===== config.mk =====
export PLATFORM = sky130hd
export DESIGN_NAME = posit_encoder_pipe
export DESIGN_NICKNAME = d
export VERILOG_FILES = /design/src/rtl/posit_encoder_pipe.sv
export SDC_FILE = /design/constraint.sdc
export NUM_CORES = 1
export LEC_CHECK = 0
export ABC_AREA = 0
export CAP_MARGIN = 10
export CORE_MARGIN = 5
export CORE_UTILIZATION = 45
export DETAILED_ROUTE_END_ITERATION = 10
export PLACE_DENSITY_LB_ADDON = 0.2
export SYNTH_ARGS = -nofsm -noshare
export SYNTH_HDL_FRONTEND = slang
export SYNTH_SLANG_ARGS = --single-unit

===== constraint.sdc =====
create_clock -name clk -period 7.6 [get_ports clk]
set_input_delay 1.9 -clock clk [delete_from_list [all_inputs] [get_ports clk]]
set_output_delay 1.9 -clock clk [all_outputs]
set_load 0.02 [all_outputs]

===== src/rtl/posit_encoder_pipe.sv =====
// rtl/posit_encoder_pipe.sv - 3-stage posit field packer with RNE rounding and saturation
module posit_encoder_pipe #(
    parameter int N  = 8,
    parameter int ES = 3,
    parameter int MW = 8,
    parameter int RW = $clog2(N) + 1
) (
    input  logic          clk,
    input  logic          rst_n,
    input  logic          in_valid,
    output logic          in_ready,
    input  logic          in_zero,
    input  logic          in_nar,
    input  logic          in_sign,
    input  logic [RW-1:0] in_regime,
    input  logic [ES-1:0] in_exponent,
    input  logic [MW-1:0] in_fraction,
    output logic          out_valid,
    input  logic          out_ready,
    output logic [N-1:0]  out_posit
);

    // Body is wide enough for the longest regime a RW-bit k can express (N+1 bits)
    // followed by the full exponent and fraction, so no input bit is ever shifted out.
    localparam int EF = ES + MW;
    localparam int BW = N + 1 + EF;

    localparam logic [N-1:0] NAR    = {1'b1, {(N-1){1'b0}}};
    localparam logic [N-2:0] MAXPOS = {(N-1){1'b1}};
    localparam logic [N-2:0] MINPOS = (N-1)'(1);

    // Pipeline occupancy and per-stage advance enables
    logic v1, v2, v3;
    logic load1, load2, load3;

    assign load3     = !v3 || out_ready;
    assign load2     = !v2 || load3;
    assign load1     = !v1 || load2;
    assign in_ready  = load1;
    assign out_valid = v3;

    // Stage 1 inputs: regime length and saturation flags derived from k
    logic          k_neg;
    logic [RW-1:0] rl_in;
    logic          satmax_in, satmin_in;

    assign k_neg     = in_regime[RW-1];
    assign rl_in     = k_neg ? (RW'(1) - in_regime) : (in_regime + RW'(2));
    assign satmax_in = !k_neg && (in_regime >= RW'(N - 2));
    assign satmin_in = k_neg && (in_regime <= RW'((1 << RW) - (N - 1)));

    // Stage 1 registers
    logic          s1_nar, s1_zero, s1_sign, s1_satmax, s1_satmin, s1_kneg;
    logic [RW-1:0] s1_rl;
    logic [ES-1:0] s1_exp;
    logic [MW-1:0] s1_frac;

    // Stage 1: capture decoded fields on an input handshake
    always_ff @(posedge clk or negedge rst_n) begin
        if (!rst_n) begin
            v1        <= 1'b0;
            s1_nar    <= 1'b0;
            s1_zero   <= 1'b0;
            s1_sign   <= 1'b0;
            s1_satmax <= 1'b0;
            s1_satmin <= 1'b0;
            s1_kneg   <= 1'b0;
            s1_rl     <= '0;
            s1_exp    <= '0;
            s1_frac   <= '0;
        end else if (load1) begin
            v1        <= in_valid;
            s1_nar    <= in_nar;
            s1_zero   <= in_zero;
            s1_sign   <= in_sign;
            s1_satmax <= satmax_in;
            s1_satmin <= satmin_in;
            s1_kneg   <= k_neg;
            s1_rl     <= rl_in;
            s1_exp    <= in_exponent;
            s1_frac   <= in_fraction;
        end
    end

    // Stage 2 datapath: assemble regime ++ exponent ++ fraction, then round to nearest even
    logic [RW-1:0] rl_m1;
    logic [BW-1:0] regime_bits, ef_bits, body;
    logic [N-2:0]  kept;
    logic          guard, sticky, round_up;
    logic [N-1:0]  mag_rnd;

    // Both regime forms have rl-1 repeated bits before the terminator, so one shift serves both
    always_comb begin
        rl_m1       = s1_rl - RW'(1);
        regime_bits = s1_kneg ? ({1'b1, {(BW-1){1'b0}}} >> rl_m1)
                              : ~({BW{1'b1}} >> rl_m1);
        ef_bits     = {{(BW-EF){1'b0}}, s1_exp, s1_frac} << (RW'(N + 1) - s1_rl);
        body        = regime_bits | ef_bits;
        kept        = body[BW-1 -: N-1];
        guard       = body[EF+1];
        sticky      = |body[EF:0];
        round_up    = guard && (sticky || kept[0]);
        mag_rnd     = {1'b0, kept} + N'(round_up);
    end

    // Stage 2 registers
    logic         s2_nar, s2_zero, s2_sign, s2_satmax, s2_satmin;
    logic [N-1:0] s2_mag;

    // Stage 2: hold the rounded magnitude (with carry bit) and special-case flags
    always_ff @(posedge clk or negedge rst_n) begin
        if (!rst_n) begin
            v2        <= 1'b0;
            s2_nar    <= 1'b0;
            s2_zero   <= 1'b0;
            s2_sign   <= 1'b0;
            s2_satmax <= 1'b0;
            s2_satmin <= 1'b0;
            s2_mag    <= '0;
        end else if (load2) begin
            v2        <= v1;
            s2_nar    <= s1_nar;
            s2_zero   <= s1_zero;
            s2_sign   <= s1_sign;
            s2_satmax <= s1_satmax;
            s2_satmin <= s1_satmin;
            s2_mag    <= mag_rnd;
        end
    end

    // Stage 3 datapath
    logic [N-2:0] mag;
    logic [N-1:0] posit_next;

    // Special cases in priority order; a rounded result never becomes zero or NaR
    always_comb begin
        mag = s2_mag[N-2:0];
        if (s2_satmax || s2_mag[N-1]) begin
            mag = MAXPOS;
        end else if (s2_satmin || (s2_mag == '0)) begin
            mag = MINPOS;
        end
        if (s2_nar) begin
            posit_next = NAR;
        end else if (s2_zero) begin
            posit_next = '0;
        end else if (s2_sign) begin
            posit_next = ~{1'b0, mag} + N'(1);
        end else begin
            posit_next = {1'b0, mag};
        end
    end

    // Stage 3: output register, held while downstream stalls
    always_ff @(posedge clk or negedge rst_n) begin
        if (!rst_n) begin
            v3        <= 1'b0;
            out_posit <= '0;
        end else if (load3) begin
            v3        <= v2;
            out_posit <= posit_next;
        end
    end

endmodule

==> results of run 1 <==
## Yosys cell counts (all sizes together) (2+ instances only)
| cell | count | area [um2] |
|---|---|---|
| dfrtp | 45 | 1130 |
| nand2 | 39 | 146 |
| o21ai | 25 | 125 |
| mux2 | 22 | 251 |
| nor2 | 22 | 82.6 |
| a21oi | 20 | 100 |
| inv | 17 | 63.8 |
| mux2i | 14 | 153 |
| ha | 13 | 163 |
| clkbuf | 12 | 45.0 |
| and3 | 9 | 61.3 |
| buf | 9 | 68.8 |
| nor2b | 8 | 57.6 |
| a21boi | 7 | 52.6 |
| xnor2 | 7 | 68.8 |
| xor2 | 7 | 61.3 |
| nand2b | 6 | 37.5 |
| nor4 | 6 | 50.0 |
| nand3 | 5 | 25.0 |
| a2111oi | 4 | 97.6 |
| nand4 | 4 | 25.0 |
| nor3 | 4 | 25.0 |
| o31ai | 4 | 35.0 |
| a31oi | 3 | 18.8 |
| o211ai | 3 | 22.5 |
| a211oi | 2 | 32.5 |
| a22oi | 2 | 15.0 |
| a31o | 2 | 17.5 |
| and2 | 2 | 12.5 |
| mux4 | 2 | 45.0 |
| o2111a | 2 | 22.5 |
| or2 | 2 | 12.5 |
| or3 | 2 | 17.5 |
| or3b | 2 | 17.5 |
| or4b | 2 | 20.0 |
## metal layers
metal  part of all wire  global-route usage  vias up
met4              0.011              0.0433        0
met3              0.045              0.0284        8
met1               0.49               0.248     1243
met5                  0                   0        -
li1                   -                   -     1265
met2               0.45               0.254       57
## placed cells by master, fill, tap and decap left out, drive strengths merged, types with 2 or more instances in the layout
| master | netlist | final |
|---|---|---|
| or3 | 2 | 2 |
| o2111a | 2 | 2 |
| a21boi | 7 | 7 |
| or3b | 2 | 2 |
| mux2 | 22 | 22 |
| nor3 | 4 | 4 |
| dfrtp | 45 | 45 |
| mux4 | 2 | 2 |
| and3 | 9 | 9 |
| a22oi | 2 | 2 |
| a31oi | 3 | 3 |
| a211oi | 2 | 2 |
| or4b | 2 | 2 |
| nand2 | 39 | 39 |
| a2111oi | 4 | 4 |
| nor4 | 6 | 6 |
| nand2b | 6 | 6 |
| and2 | 2 | 2 |
| ha | 13 | 13 |
| o31ai | 4 | 4 |
| or2 | 2 | 2 |
| mux2i | 14 | 14 |
| nand3 | 5 | 5 |
| nor2 | 22 | 22 |
| o21ai | 25 | 25 |
| nand4 | 4 | 4 |
| o211ai | 3 | 3 |
| xnor2 | 7 | 7 |
| a31o | 2 | 2 |
| nor2b | 8 | 8 |
| clkdlybuf4s50 | 0 | 30 |
| buf | 9 | 3 |
| a21oi | 20 | 20 |
| inv | 17 | 18 |
| clkbuf | 12 | 6 |
| xor2 | 7 | 7 |
## tightest hold or removal path, delay by kind of cell, from the launching register on
| kind | cells | cell delay [ps] |
|---|---|---|
| and+or+nand+nor | 2 | 100 |
| DFF | 1 | 350 |
## per-stage QoR
step | cells | instance area (um2)
global route | 464 | 3690
finish | 464 | 3690
detailed placement | 456 | 3590
CTS | 464 | 3690
floorplan | 345 | 3260
global placement | 456 | 3590
## sequential cells by signal, summed over array words and instances, names as in the netlist
signal and count:
s1_satmin 1, s2_satmax 1, s1_exp 3, s1_frac 8, s2_zero 1, s2_satmin 1
s1_satmax 1, s1_kneg 1, s1_rl 4, out_valid 1, s2_sign 1, v1 1
s2_mag 8, s2_nar 1, out_posit 8, s1_sign 1, s1_nar 1, v2 1
s1_zero 1
## final cells by class
type,instances,area [um2],share of cell area
multi-input combinational,262,1960,0.531
sequential,45,1130,0.305
timing repair buffer,33,320,0.0868
tap,99,124,0.0335
clock buffer,6,82.6,0.0224
inverter,17,63.8,0.0173
clock inverter,2,16.3,0.00441
## report_power, final
group / switching, mW / internal, mW
registers: 0.0578 / 0.286
clock network: 0.0910 / 0.0751
logic: 0.243 / 0.201
total: 0.392 / 0.561
## path summary, 6_finish.rpt
| path | to |
|---|---|
| setup / recovery | in_ready |
| hold / removal | s2_nar$_DFFE_PN0P_ |
| setup reg to reg | s2_mag[4]$_DFFE_PN0P_ |
| hold reg to reg | s2_nar$_DFFE_PN0P_ |
| max in group asynchronous | s1_frac[7]$_DFFE_PN0P_ |
| min in group asynchronous | out_posit[6]$_DFFE_PN0P_ |
## logic make-up after synthesis
family,Yosys count,synth area share
flip-flops,45,0.345
buffers and inverters,38,0.0544
adder cells (fa/ha/maj),13,0.0498
AO/OA/AOI/OAI,80,0.181
AND/OR/NAND/NOR,117,0.192
multiplexers,38,0.138
XOR/XNOR,14,0.0399
==> flow_metrics.tcl, run 1 <==
set metrics [dict create \
    rrSetupSlack_ps 3470 \
    finalHoldViolCount 0 \
    clkSlewWorstSetupHoldPaths_ps 100 \
    routed-via-count 2573 \
    timing.fmax_mhz 166 \
    hold_slack_ps 480 \
    die-area_um2 9050 \
    cts_made_buffers 5 \
    cts_max_path_buffers 2 \
    arrival_ps 4130 \
    cap_viol_max_count 0 \
    clock_latency_ps 300 \
    area_growth_pct 13.2 \
    io_buffer_count 31 \
    crit_start "out_ready" \
    place_congestion 0.884 \
    dpl_worst_slack_ps 1560 \
    synth-seq-cells 45 \
    finClkSkew_ps 9.83 \
    slowest_delay_ps 590 \
    synth_edf_count 0 \
    crit_path_top_delay_cell "nor2b_1" \
    cp_num_cells 5 \
    post_cts_buffers 0 \
    initial_core_util 0.457 \
    crit_required_ps 5700 \
    drc 0 \
    routedWlPerCell_um 15.2 \
    hp-class "flip-flop to flip-flop" \
    syn_inst 345 \
    ys_seq_area_frac 0.345 \
    rsz0062_at_grt "false" \
    finalSetupViolCount 0 \
    core.rowCount 31 \
    total_power_mw 0.953 \
    slew_headroom 0.316 \
    cts_sinks 45 \
    routed_wl_um 7030 \
    period_needed_ps 6030 \
    syn_area_per_cell_um2 9.46 \
    rr_startpoint "s1_rl[1]$_DFFE_PN0P_" \
    min-delay-start "s1_nar$_DFFE_PN0P_" \
    nets 399 \
    p_per_area_nw_per_um2 258 \
    post_cts_resized 0 \
    crit_fanout 13 \
    fin_crit_sh 0.794 \
    ys.flop_type "dfrtp_1" \
    async_reset_ff_frac 1.00 \
    path_cells "clkdlybuf4s50_1 > nor2b_1 > and2_1 > nand2_1 > clkdlybuf4s50_1" \
    cts_max_level 2 \
    dp_hpwl_um 5160 \
    hold_depth 2 \
    die_h_um 95.2 \
    drive_above_1_share 0.153 \
    n_antenna_cell 0 \
    setup_slack_ps 1570 \
    firstDrtPassIters 4 \
    final_max_slew_viol_count 0 \
    cts_tree "done" \
    reg2reg_depth 11 \
    synth_area_um2 3260 \
    synthesis.nets 380 \
    die_w_um 95.2 \
    finalCoreUtilization 0.517 \
    grt_usage 0.168 \
    status "complete, no violations" \
    postRouteAntennaNets 0 \
    via_per_inst 5.55 \
    worstSetupEndpointType "primary output" \
    hold_buffers 0 \
    power.leakage_nw 1.57 \
    final.fill_count 696 \
    antenna_found_initial 0 \
    grt_pass1_vias 2410 \
    cp_common_cell "clkdlybuf4s50_1" \
    grt_max_degree 46 \
    yosys_warnings 0 \
    critPathTopFamily "simple AND/OR/NAND/NOR gates" \
    grt_pass1_wl_um 12100 \
    core_um2 7140 \
    fin_setup_tns_ps 0 \
    io_pins 32 \
    ir_worst_vdd_mv 0.139 \
    cp_num_buf_inv 2 \
    root_buffer "clkbuf_8" \
    synth_cell_types 62 \
    grt_overflow 0 \
    critPathKind "input port to primary output" \
    drt_iter0_drc 129 \
    worstMarginPinSlew_ps 1030 \
    critPathLaunchType "input port" \
]
Power figures use the tool's default switching activity.
==> inputs of run 2 (changes only) <==
==> constraint.sdc (replaced) <==
create_clock -name clk -period 5.7 [get_ports clk]
set_input_delay 1.425 -clock clk [delete_from_list [all_inputs] [get_ports clk]]
set_output_delay 1.425 -clock clk [all_outputs]
set_load 0.02 [all_outputs]
==> run 2 against run 1 <==
Compared with the run above:
- global-route usage grew 0.40 points
- first-iteration DRC count up 7.0%
- via count up 0.43%
- sequential share of layout area fell by 0.22 points
- clock skew fell by 4.9 ps
- combinational power grew 34%
- power rose by 37%
- wire length up 0.85%
- non-clock buffer count is 1 higher
- cell area increased by 0.71%
- cell count increased by 0.22%
- sequential power is 33% higher
- largest power group unchanged
==> flow_metrics.tcl, run 2 (synthesis results as in run 1) <==
set metrics [dict create \
    core.rowCount 31 \
    antenna_found_initial 0 \
    crit_fanout 13 \
    place_area_um2 3600 \
    critPathKind "input port to primary output" \
    final.fill_count 676 \
    n_antenna_cell 0 \
    grt_usage 0.172 \
    finalSetupViolCount 0 \
    path_cells "clkdlybuf4s50_1 > nor2b_1 > buf_4 > and2_1 > buf_4 > nand2_1 > clkdlybuf4s50_1" \
    cts_sinks 45 \
    drc 0 \
    period_needed_ps 4560 \
    cts_max_path_buffers 2 \
    status "complete, no violations" \
    clkSlewWorstSetupHoldPaths_ps 90 \
    crit_path_top_delay_cell "clkdlybuf4s50_1" \
    reg.largest.list "out_posit: 8 flops, s1_frac: 8 flops, s2_mag: 8 flops" \
    crit_required_ps 4280 \
    finalCoreUtilization 0.521 \
    die_w_um 95.2 \
    grt_pass1_vias 2512 \
    post_cts_buffers 0 \
    via_per_inst 5.56 \
    post_cts_resized 0 \
    core_um2 7140 \
    firstDrtPassIters 4 \
    worstMarginPinSlew_ps 1000 \
    routed-via-count 2584 \
    ir_worst_vdd_mv 0.158 \
    grt_overflow 0 \
    cts_tree "done" \
    slew_headroom 0.330 \
    place_congestion 0.887 \
    io_buffer_count 31 \
    postRouteAntennaNets 0 \
    clock_latency_ps 300 \
    grt_pass1_wl_um 12300 \
    hp-class "flip-flop to flip-flop" \
    io_pins 32 \
    cts_made_buffers 5 \
    cap_viol_max_count 0 \
    fin_setup_tns_ps 0 \
    hold_slack_ps 479 \
    timing.fmax_mhz 219 \
    rr_startpoint "s1_rl[1]$_DFFE_PN0P_" \
    drt_iter0_drc 138 \
    die-area_um2 9050 \
    hold_buffers 0 \
    slowest_delay_ps 620 \
    cts_max_level 2 \
    rsz0062_at_grt "false" \
    finalHoldViolCount 0 \
    register_area_um2 1130 \
    dp_hpwl_um 5260 \
    initial_core_util 0.457 \
    routedWlPerCell_um 15.2 \
    final_max_slew_viol_count 0 \
    routed_wl_um 7090 \
    multi_input_area_um2 1960 \
    arrival_ps 3130 \
    p_per_area_nw_per_um2 352 \
    min-delay-start "s1_sign$_DFFE_PN0P_" \
    finClkSkew_ps 4.89 \
    root_buffer "clkbuf_8" \
    crit_start "out_ready" \
    layout_common_cells "dfrtp_1 (45), nand2_1 (39), clkdlybuf4s50_1 (30)" \
    worstSetupEndpointType "primary output" \
    drive_above_1_share 0.156 \
    nets 400 \
    fin_crit_sh 0.800 \
    power.leakage_nw 1.58 \
    critPathLaunchType "input port" \
    die_h_um 95.2 \
    grt_max_degree 46 \
    total_power_mw 1.31 \
    fin_area_um2 3720 \
    area_growth_pct 14.0 \
    layout.cells.most_common "dfrtp_1" \
]
run 2: final timing paths:
kind	end	slack, ps	depth (start not counted)
hold / removal	s2_sign$_DFFE_PN0P_	480	2
setup / recovery	in_ready	1140	7
min in group asynchronous	out_posit[6]$_DFFE_PN0P_	1270	1
setup reg to reg	s2_mag[4]$_DFFE_PN0P_	1400	11
max in group asynchronous	s1_exp[0]$_DFFE_PN0P_	3810	1
hold reg to reg	s2_sign$_DFFE_PN0P_	480	2
run 2: per-layer routing:
metal	routed length, um	track usage	vias to the layer above
li1	-	-	1272
met1	3430	0.242	1240
met2	3260	0.264	62
met3	274	0.0300	10
met4	131	0.0637	0
met5	0	0	-
run 2: layout make-up:
type                       instances  area share
timing repair buffer              34      0.0882
clock buffer                       5      0.0185
tap                               99      0.0333
clock inverter                     3      0.0131
inverter                          17      0.0172
multi-input combinational        262       0.527
sequential                        45       0.303
run 2: power breakdown:
part	total, mW	leakage (nW)	internal (mW)	switching, mW
Combinational	0.594	0.981	0.268	0.326
Clock	0.258	0.0563	0.134	0.124
Sequential	0.457	0.543	0.381	0.0759
Total	1.31	1.58	0.783	0.526
run 2: stage by stage:
| stage | setup WS, ps | instances |
|---|---|---|
| final | 1140 | 465 |
| after global routing | 1040 | 465 |
| after detailed placement | 1130 | 457 |
| after CTS | 1120 | 465 |
| after floorplan | 1820 | 345 |
| after global placement | 1130 | 457 |
run 2: worst max-delay path: cells and delay by family:
kind | cells | cell delay [ps]
buffers and inverters | 4 | 1400
and+or+nand+nor | 3 | 310
==> inputs of run 3 (changes only) <==
==> constraint.sdc (replaced) <==
create_clock -name clk -period 4.15 [get_ports clk]
set_input_delay 1.0375 -clock clk [delete_from_list [all_inputs] [get_ports clk]]
set_output_delay 1.0375 -clock clk [all_outputs]
set_load 0.02 [all_outputs]
==> run 3 against run 2 <==
Compared with the run above:
- clock power increased by 7%
- first-iteration DRC count up 4.3%
- non-clock buffer count grew 3
- cell area down 0.34%
- clock-buffer cell count unchanged
- critical path type unchanged
- setup slack got worse by 500 ps
- cell count increased by 0.43%
- wire length down 1.9%
- core utilization shrank 0.18 points
- global-route usage down 0.34 points
- highest routed layer unchanged
- combinational power rose by 42%
- clock skew up 4.6 ps
==> flow_metrics.tcl, run 3 (synthesis results as in run 1) <==
set metrics [dict create \
    ir_worst_vdd_mv 0.234 \
    post_cts_buffers 0 \
    rsz0062_at_grt "false" \
    hold_depth 1 \
    grt_usage 0.169 \
    grt_pass1_vias 2451 \
    grt_overflow 0 \
    r2r-end "s2_mag[4]$_DFFE_PN0P_" \
    cts_made_buffers 5 \
    drc 0 \
    finalCoreUtilization 0.519 \
    dp_hpwl_um 5090 \
    io_pins 32 \
    min_to "v2$_DFFE_PN0P_" \
    final_max_slew_viol_count 0 \
    hold_slack_ps 461 \
    cts_sinks 45 \
    arrival_ps 2470 \
    finalHoldViolCount 0 \
    critPathLaunchType "input port" \
    postRouteAntennaNets 0 \
    routedWlPerCell_um 14.9 \
    cap_viol_max_count 0 \
    rr_startpoint "s1_rl[1]$_DFFE_PN0P_" \
    final.fill_count 713 \
    n_antenna_cell 0 \
    place_congestion 0.844 \
    drive_above_1_share 0.160 \
    layout.cells.most_common "dfrtp_1" \
    multi_input_area_um2 1960 \
    core.rowCount 31 \
    slew_headroom 0.343 \
    period_needed_ps 3500 \
    initial_core_util 0.457 \
    crit_required_ps 3110 \
    routed_wl_um 6960 \
    post_cts_resized 0 \
    antenna_found_initial 0 \
    core_um2 7140 \
    worstSetupEndpointType "primary output" \
    p_per_area_nw_per_um2 464 \
    hold_buffers 0 \
    hp-class "flip-flop to flip-flop" \
    die_h_um 95.2 \
    finalSetupViolCount 0 \
    rrSetupSlack_ps 950 \
    fin_crit_sh 0.844 \
    io_buffer_count 31 \
    cts_max_path_buffers 2 \
    register_area_um2 1130 \
    via_per_inst 5.50 \
    power.leakage_nw 1.58 \
    reg.largest.list "out_posit: 8 flops, s1_frac: 8 flops, s2_mag: 8 flops" \
    worstMarginPinSlew_ps 986 \
    cts_max_level 2 \
    crit_fanout 2 \
    grt_pass1_wl_um 12100 \
    firstDrtPassIters 4 \
    finClkSkew_ps 9.44 \
    die_w_um 95.2 \
    grt_max_degree 46 \
    clkSlewWorstSetupHoldPaths_ps 80 \
    routed-via-count 2569 \
    fin_setup_tns_ps 0 \
    layout_common_cells "dfrtp_1 (45), nand2_1 (39), clkdlybuf4s50_1 (30)" \
    timing.fmax_mhz 285 \
    cts_tree "done" \
    root_buffer "clkbuf_8" \
    critPathKind "input port to primary output" \
    area_growth_pct 13.6 \
    clock_latency_ps 300 \
    min-delay-start "v1$_DFFE_PN0P_" \
    die-area_um2 9050 \
    drt_iter0_drc 144 \
    reg2reg_depth 11 \
    status "complete, no violations" \
    nets 403 \
]
## run 3: layout make-up
type,count,share of cell area
multi-input combinational,262,0.529
inverter,17,0.0172
tap,99,0.0334
clock buffer,5,0.0186
timing repair buffer,37,0.0945
clock inverter,2,0.00371
sequential,45,0.304
## run 3: per-layer routing
layer / GRT usage / vias up / wire length, um
met5: 0 / - / 0
met2: 0.252 / 65 / 3130
li1: - / 1272 / -
met3: 0.0339 / 9 / 293
met4: 0.0589 / 0 / 149
met1: 0.242 / 1223 / 3390
## run 3: worst max-delay path by stage
stage / from / to / cells after the start
after detailed placement: out_ready / in_ready / 5
final: out_ready / in_ready / 5
after global routing: out_ready / in_ready / 5
after floorplan: out_ready / in_ready / 5
after global placement: out_ready / in_ready / 5
after CTS: out_ready / in_ready / 5
## run 3: worst max-delay path, stage by stage
cell,delay (ps)
clkdlybuf4s50_1,460
nor2b_1,50
and2_1,180
nand2_1,110
clkdlybuf4s50_1,620
## run 3: power breakdown
part	leakage (nW)	internal [mW]	switching, mW
registers	0.543	0.524	0.0777
clock network	0.0444	0.117	0.160
logic	0.996	0.372	0.471
total	1.58	1.01	0.708
## run 3: metrics by stage
| step | area [um2] | power (mW) | worst slack [ps] | instances |
|---|---|---|---|---|
| 5_1_grt | 3710 | 1.86 | 588 | 467 |
| 3_3_place_gp | 3620 | 1.44 | 628 | 460 |
| 4_1_cts | 3710 | 1.73 | 623 | 467 |
| 6_report | 3710 | 1.72 | 646 | 467 |
| 3_5_place_dp | 3620 | 1.45 | 637 | 460 |
| 2_1_floorplan | 3260 | 1.24 | 1040 | 345 |
